`src/rtl/uart_tx_frame.sv`:
```
// -----------------------------------------------------------------------------
// uart_tx_frame
//   Serial UART transmitter. A word offered on tx_data/tx_valid is accepted
//   when the block is idle, then sent as one frame: a start bit (low), the data
//   bits LSB first, an optional odd/even parity bit, and one or two stop bits
//   (high). Each frame bit is held for CLKS_PER_BIT clocks.
//
//   Parameters
//     CLKS_PER_BIT  clocks per serial bit (2..65535)
//     DATA_BITS     data bits per frame (5..9)
//     PARITY        0 = none, 1 = odd, 2 = even
//     STOP_BITS     stop bits per frame (1 or 2)
//
//   Ports
//     clk         rising-edge clock
//     reset       synchronous, active-high reset
//     tx_data     word to transmit
//     tx_valid    tx_data holds a valid word
//     tx_ready    block can accept a word this cycle (equals ~busy)
//     tx          registered serial line, idle high
//     busy        a frame is in progress
//     frame_done  one-cycle pulse in the cycle after the last stop-bit clock
// -----------------------------------------------------------------------------
module uart_tx_frame #(
  parameter int CLKS_PER_BIT = 16,
  parameter int DATA_BITS    = 8,
  parameter int PARITY       = 0,
  parameter int STOP_BITS    = 1
) (
  input  logic                 clk,
  input  logic                 reset,
  input  logic [DATA_BITS-1:0] tx_data,
  input  logic                 tx_valid,
  output logic                 tx_ready,
  output logic                 tx,
  output logic                 busy,
  output logic                 frame_done
);

  localparam int CW = $clog2(CLKS_PER_BIT);
  localparam int BW = $clog2(DATA_BITS + 1);

  localparam logic [2:0] S_IDLE  = 3'd0;
  localparam logic [2:0] S_START = 3'd1;
  localparam logic [2:0] S_DATA  = 3'd2;
  localparam logic [2:0] S_PAR   = 3'd3;
  localparam logic [2:0] S_STOP  = 3'd4;

  logic [2:0]           r_state;
  logic [CW-1:0]        r_baud;
  logic [BW-1:0]        r_bitCnt;
  logic [DATA_BITS-1:0] r_shift;
  logic                 r_parBit;
  logic                 r_tx;
  logic                 r_busy;
  logic                 r_frameDone;

  logic w_accept;
  logic w_baudEnd;
  logic w_lastData;
  logic w_lastStop;
  logic w_parIn;

  assign w_accept   = tx_valid & ~r_busy;
  assign w_baudEnd  = (r_baud == CW'(CLKS_PER_BIT - 1));
  assign w_lastData = (r_bitCnt == BW'(DATA_BITS - 1));
  assign w_lastStop = (r_bitCnt == BW'(STOP_BITS - 1));

  // Parity is captured together with the word at acceptance, so later changes
  // on tx_data cannot affect the bit that goes out on the line.
  assign w_parIn = (PARITY == 1) ? ~^tx_data : ^tx_data;

  assign tx         = r_tx;
  assign busy       = r_busy;
  assign tx_ready   = ~r_busy;
  assign frame_done = r_frameDone;

  // Frame sequencer. The bit counter is reused to count stop bits, since the
  // data phase is over by then. The next line value is registered on the same
  // edge that changes state, so tx changes exactly on bit boundaries.
  always_ff @(posedge clk) begin
    if (reset) begin
      r_state     <= S_IDLE;
      r_baud      <= '0;
      r_bitCnt    <= '0;
      r_shift     <= '0;
      r_parBit    <= 1'b0;
      r_tx        <= 1'b1;
      r_busy      <= 1'b0;
      r_frameDone <= 1'b0;
    end else begin
      r_frameDone <= 1'b0;
      if (r_state != S_IDLE) begin
        r_baud <= w_baudEnd ? '0 : r_baud + 1'b1;
      end
      case (r_state)
        S_IDLE: begin
          r_tx <= 1'b1;
          if (w_accept) begin
            r_state  <= S_START;
            r_shift  <= tx_data;
            r_parBit <= w_parIn;
            r_baud   <= '0;
            r_bitCnt <= '0;
            r_busy   <= 1'b1;
            r_tx     <= 1'b0;
          end
        end
        S_START: begin
          if (w_baudEnd) begin
            r_state  <= S_DATA;
            r_bitCnt <= '0;
            r_tx     <= r_shift[0];
            r_shift  <= {1'b0, r_shift[DATA_BITS-1:1]};
          end
        end
        S_DATA: begin
          if (w_baudEnd) begin
            if (w_lastData) begin
              r_bitCnt <= '0;
              if (PARITY != 0) begin
                r_state <= S_PAR;
                r_tx    <= r_parBit;
              end else begin
                r_state <= S_STOP;
                r_tx    <= 1'b1;
              end
            end else begin
              r_bitCnt <= r_bitCnt + 1'b1;
              r_tx     <= r_shift[0];
              r_shift  <= {1'b0, r_shift[DATA_BITS-1:1]};
            end
          end
        end
        S_PAR: begin
          if (w_baudEnd) begin
            r_state  <= S_STOP;
            r_bitCnt <= '0;
            r_tx     <= 1'b1;
          end
        end
        S_STOP: begin
          if (w_baudEnd) begin
            if (w_lastStop) begin
              r_state     <= S_IDLE;
              r_bitCnt    <= '0;
              r_busy      <= 1'b0;
              r_frameDone <= 1'b1;
              r_tx        <= 1'b1;
            end else begin
              r_bitCnt <= r_bitCnt + 1'b1;
            end
          end
        end
        default: begin
          r_state <= S_IDLE;
          r_busy  <= 1'b0;
          r_tx    <= 1'b1;
        end
      endcase
    end
  end

endmodule
```
`config.mk`:
```
export PLATFORM = sky130hd
export DESIGN_NAME = uart_tx_frame
export DESIGN_NICKNAME = d
export VERILOG_FILES = /design/src/rtl/uart_tx_frame.sv
export SDC_FILE = /design/constraint.sdc
export NUM_CORES = 1
export LEC_CHECK = 0
export ABC_AREA = 1
export BUFFER_PORTS_ARGS = -buffer_cell sky130_fd_sc_hd__buf_4
export CORE_MARGIN = 4
export CORE_UTILIZATION = 30
export DETAILED_ROUTE_END_ITERATION = 8
export MAX_ROUTING_LAYER = met4
export SLEW_MARGIN = 20
export SYNTH_ARGS = -nofsm -noshare
export SYNTH_HDL_FRONTEND = slang
export SYNTH_SLANG_ARGS = --single-unit
```
`constraint.sdc`:
```
create_clock -name clk -period 3.1 [get_ports clk]
set_input_delay 0.155 -clock clk [delete_from_list [all_inputs] [get_ports clk]]
set_output_delay 0.155 -clock clk [all_outputs]
set_load 0.02 [all_outputs]
```
# Word-level counts from Yosys, hierarchy flattened

Cells that the tools add are included.

Register bits after elaboration: 22
Bits of input ports: 11
Output and inout port bits: 4
Word-level logic and storage cells: 79

Add/sub/neg operators: 2
Equality and inequality tests: 15
Multiplexer cells: 37
Bitwise operators: 5
Reduce and logical (&&, ||, !) cells: 13

Operators by type and width:

| cell                | count |
|---|---|
| $mux 4              | 10 |
| $mux 8              | 4 |
| $pmux 8 s3          | 1 |
| $mux 3              | 7 |
| $ne 2x2->1 const B  | 8 |
| $pmux 4 s4          | 1 |
| $pmux 3 s5          | 1 |
| $reduce_and 5->1    | 3 |
| $mux 1              | 11 |
| $add 4x1->4 const B | 2 |
| $reduce_and 7->1    | 1 |
| $eq 3x2->1 const B  | 2 |
| $reduce_bool 3->1   | 2 |
| $reduce_or 3->1     | 2 |
| $pmux 1 s5          | 1 |
| $eq 4x3->1 const B  | 1 |
| $eq 4x4->1 const B  | 1 |
| $logic_not 4->1     | 1 |
| $not 1->1           | 4 |
| $reduce_and 4->1    | 1 |
| $reduce_bool 4->1   | 1 |
| $eq 3x1->1 const B  | 1 |
| $eq 3x3->1 const B  | 1 |
| $logic_not 3->1     | 1 |
| other kinds (4)     | 4 |

# Logic depth before layout (Yosys ltp)

Depth after elaboration: 5
Depth in mapped cells: 10
Mapped depth without buffers: 10

# Least setup slack after synthesis

Ideal clock, no wire load.

Path type: reg-to-reg
Start: register r_busy (netlist: busy)
End: register r_shift[7]
Setup time: 114 ps
Data arrival time: 1271 ps
Required time: 2986 ps
Slack: 1715 ps
Stages on the path, launching flop included: 10
Path buffers: 1
Period minus slack after synthesis: 1385 ps
Cell sequence: dfxtp_1 -> inv_1 -> nand2_1 -> nand3_2 -> nand2_1 -> inv_1 -> nand3_4 -> buf_6 -> a21oi_1 -> nor2_1

Word-level cells in the longest chain between the ends: 4

RTL lines:

| item                       | RTL line | source |
|---|---|---|
| from (decl)                | 55       | `logic r_busy;` |
| from (signal assigned)     | 89       | `r_busy <= 1'b0;` |
| from (signal assigned)     | 105      | `r_busy <= 1'b1;` |
| from (signal assigned)     | 147      | `r_busy <= 1'b0;` |
| $not 1->1                  | -        |  |
| net tx_ready               | 34       | `output logic tx_ready,` |
| $and 1x1->1                | 64       | `assign w_accept = tx_valid & ~r_busy;` |
| $ne 2x2->1 (no line)       | -        |  |
| $reduce_and 5->1 (no line) | -        |  |
| to (signal assigned)       | 101      | `r_shift <= tx_data;` |
| to (signal assigned)       | 114      | `r_shift <= {1'b0, r_shift[DATA_BITS-1:1]};` |
| to (signal assigned)       | 131      | `r_shift <= {1'b0, r_shift[DATA_BITS-1:1]};` |
| to (decl)                  | 52       | `logic [DATA_BITS-1:0] r_shift;` |

The timed path passes the listed nets, and every way through them passes these cells.
A chain may end at the register's enable or synchronous reset.

# Worst setup path after layout

Start: register r_bitCnt[0]
End: register r_state[2]

Word-level cells in the longest chain between the ends: 3
Elaborated cells on any way between the ends: 5
Classes of those cells: eq/ne (3); reduce/logical (2)

RTL lines:

| item                                          | RTL line | source |
|---|---|---|
| from (decl)                                   | 51       | `logic [BW-1:0] r_bitCnt;` |
| from (signal assigned)                        | 129      | `r_bitCnt <= r_bitCnt + 1'b1;` |
| from (signal assigned)                        | 151      | `r_bitCnt <= r_bitCnt + 1'b1;` |
| $eq 4x3->1 or $logic_not 4->1 (tied branches) | 66, 67   |  |
| $ne 2x2->1 (no line)                          | -        |  |
| $reduce_and 7->1 (no line) (*)                | -        |  |
| to (signal assigned)                          | 83       | `r_state <= S_IDLE;` |
| to (signal assigned)                          | 100      | `r_state <= S_START;` |
| to (signal assigned)                          | 111      | `r_state <= S_DATA;` |
| to (decl)                                     | 49       | `logic [2:0] r_state;` |

Mark *: on every way between the ends. The rest lies on a longest branch, timed or not.

==> results by group <==
Timing
  – Final TNS setup: 0 ns
  – Fin worst setup slack: 1.59 ns
  – Period utilization: 48.8%
  – Max Freq: 661 MHz
  – Unrepaired setup endpoints after global routing: no
  – Crit path time final: 1.51 ns
  – Final Hold Vio Count: 0
  – Relative slew slack: 71.1%
  – Final max-slew violation count: 0
  – Clk_skew: 0.00428 ns
  – Slew @ Worst Pin: 0.433 ns
  – Final setup fails: 0

Clock tree
  – Clock buffer depth: 2
  – Buffer count from post-CTS setup fixing: 0
  – # H-tree levels: 1
  – Sink Count: 22
  – Cells resized by post-CTS repair: 0
  – CTS buffer count: 3
  – CTS tree: yes
  – Latest clock arrival within the worst-skew pair: 0.26 ns
  – Hold-fix buffers at CTS: 0
  – CTS clk-pin slew, worst paths: 0.08 ns
  – CTS Root Cell: clkbuf_8

Power
  – Pwr Density: 1080 nW/µm²
  – Power consumption: 1520 µW
  – Leakage: 0.000699 µW
  – VDD IR max: 0.000289 V
  – P_sw: 741 µW
  – Net Sw Frac: 48.7%
  – Comb power frac: 58.7%
  – Power Internal: 781 µW
  – Clock Power Share: 11.4%
  – Sequential share of power: 29.9%

Synthesis
  – Yosys cell types: 22
  – Synth Area in Adders: 3.02%
  – Sequential area share after synthesis: 35.5%
  – Yosys warning count: 0
  – Synth Area per Inst: 6.53 µm²
  – Syn_nets: 204
  – Register bit total from synthesis: 22
  – Synth Cell Area: 1240 µm²
  – Synth Area in Simple Gates: 38.9%
  – Mapped Cells: 190
  – Largest family of logic cells by synthesized area: simple AND/OR/NAND/NOR gates
  – Xor/xnor share of the synthesized area: 1.41%
  – Post-synthesis mux area share: 0%
  – Complex-gate fraction of the synthesized area: 10.1%

Layout
  – Nets: 219
  – Fillcell total: 439
  – N_diodes: 0
  – Area Growth Syn to Fin: 13.6%
  – Share of cells above drive strength 1: 16.3%
  – Commonest non-fill, non-tap cell in the layout: nand2_1
  – Commonest cells after routing, fill and taps aside: nand2_1 (51), nor2_1 (36), inv_1 (22), dfxtp_1 (22), buf_4 (14)

Run
  – Max-cap violations: 0

Floorplan
  – Die width: 72.3 µm
  – I/O Pins: 15
  – Starting Density: 31.0%
  – Die Area: 5230 µm²
  – Row Count: 23
  – Die Y: 72.3 µm
  – Core area: 4000 µm²

Routing
  – Via count: 1098
  – WL/cell: 9.24 µm
  – Post-Route WL: 2.34 mm
  – Antenna-violating nets left: 0
  – Initial DRC Count: 48
  – Drt first pass iters: 4
  – DRC Markers: 0
  – Routed vias/inst: 4.34

Global route
  – Grt total ovfl: 0
  – GRT Overall Usage: 10.3%
  – First-pass GRT wire length: 4.29 mm
  – Vias in the first global route: 1021
  – Largest net degree at the start of global routing: 17
  – Initial antenna violation count: 0

Place
  – GPL Wtd Cong: 0.833
  – Pre-CTS setup slack: 1.61 ns
  – HPWL Detailed: 1.80 mm
  – IO buf count: 14

Worst setup path
  – Reg2Reg Setup Slack: 1.59 ns
  – Crit Path Category: reg2reg
  – Crit path launch type: flip-flop
  – CP endpoint kind: flip-flop
  – CP Max Fanout: 5
  – Critical path arrival: 1.71 ns
  – WP data required: 3.30 ns

Status
  – Status: completed

Min path
  – Worst Hold Class: in2reg
-- cell usage after synthesis (all sizes together) --
master  number  share of area [%]
nand2       56                 18
nor2        38                 12
inv         26                7.9
dfxtp       22                 35
nand3       14                8.3
a21oi       11                4.4
o21ai       11                4.4
ha           3                3.0
buf          2                1.8
clkbuf       2                1.4
xor2         2                1.4
a22oi        1               0.61
nor3         1               0.40
o21bai       1               0.61
-- worst paths after layout --
check | cells past startpoint | from | endpoint
max | 9 | r_bitCnt[0] | r_state[2]
min | 3 | tx_data[7] | r_shift[7]
max reg2reg | 9 | r_bitCnt[0] | r_state[2]
min reg2reg | 2 | busy | busy
-- power groups by stage --
stage	clock network, µW	registers [µW]	logic [µW]
after floorplan	0	460	775
after global routing	190	470	1060
after detailed placement	0	461	899
after CTS	185	455	904
final	173	455	894
after global placement	0	460	901
-- routing by layer --
metal | vias up | track usage [%] | share of wire (%)
met5 | - | - | 0
met4 | 0 | 3.13 | 1.0
met3 | 4 | 1.66 | 2.0
met2 | 7 | 17.6 | 48
met1 | 477 | 12.3 | 49
li1 | 610 | - | -
-- per-stage QoR --
stage / instances / util [%] / area (µm²) / hold slack [ns]
final: 253 / 35.3 / 1410 / 0.125
after floorplan: 190 / - / 1240 / 0.293
after CTS: 253 / 35.3 / 1410 / 0.124
after global placement: 250 / 34.2 / 1370 / 0.384
after detailed placement: 250 / 34.2 / 1370 / 0.398
after global routing: 253 / 35.3 / 1410 / 0.139
-- worst max-delay path: stages, from the launching register on --
cell     delay [ns]
dfxtp_1        0.39
ha_1           0.19
nand2_1        0.07
nor2_1         0.14
nor2_1         0.07
nor2_1         0.22
nand3_2        0.14
nand2_1        0.08
nand2_1        0.05
nor2_1         0.10
-- sequential cells by signal, indices dropped and copies added, names as in the netlist --
| register | flops |
|---|---|
| busy | 1 |
| frame_done | 1 |
| r_baud | 4 |
| r_bitCnt | 4 |
| r_shift | 8 |
| r_state | 3 |
| tx | 1 |
-- layout make-up --
class / count / area (µm²) / share of cell area, %
timing repair buffer: 14 / 105 / 7.45
multi-input combinational: 138 / 663 / 47.0
sequential: 22 / 440 / 31.2
inverter: 26 / 97.6 / 6.92
clock buffer: 3 / 41.3 / 2.93
tap: 50 / 62.6 / 4.44
-- kinds of logic (layout without fill, tap and decap cells) --
logic type | after synthesis | in the layout
flops | 22 | 22
fa+ha+maj | 3 | 3
buf+inv | 30 | 43
xor+xnor | 2 | 2
compound gates | 24 | 24
simple gates | 109 | 109
Note: power is estimated with default switching activity, not from simulation.
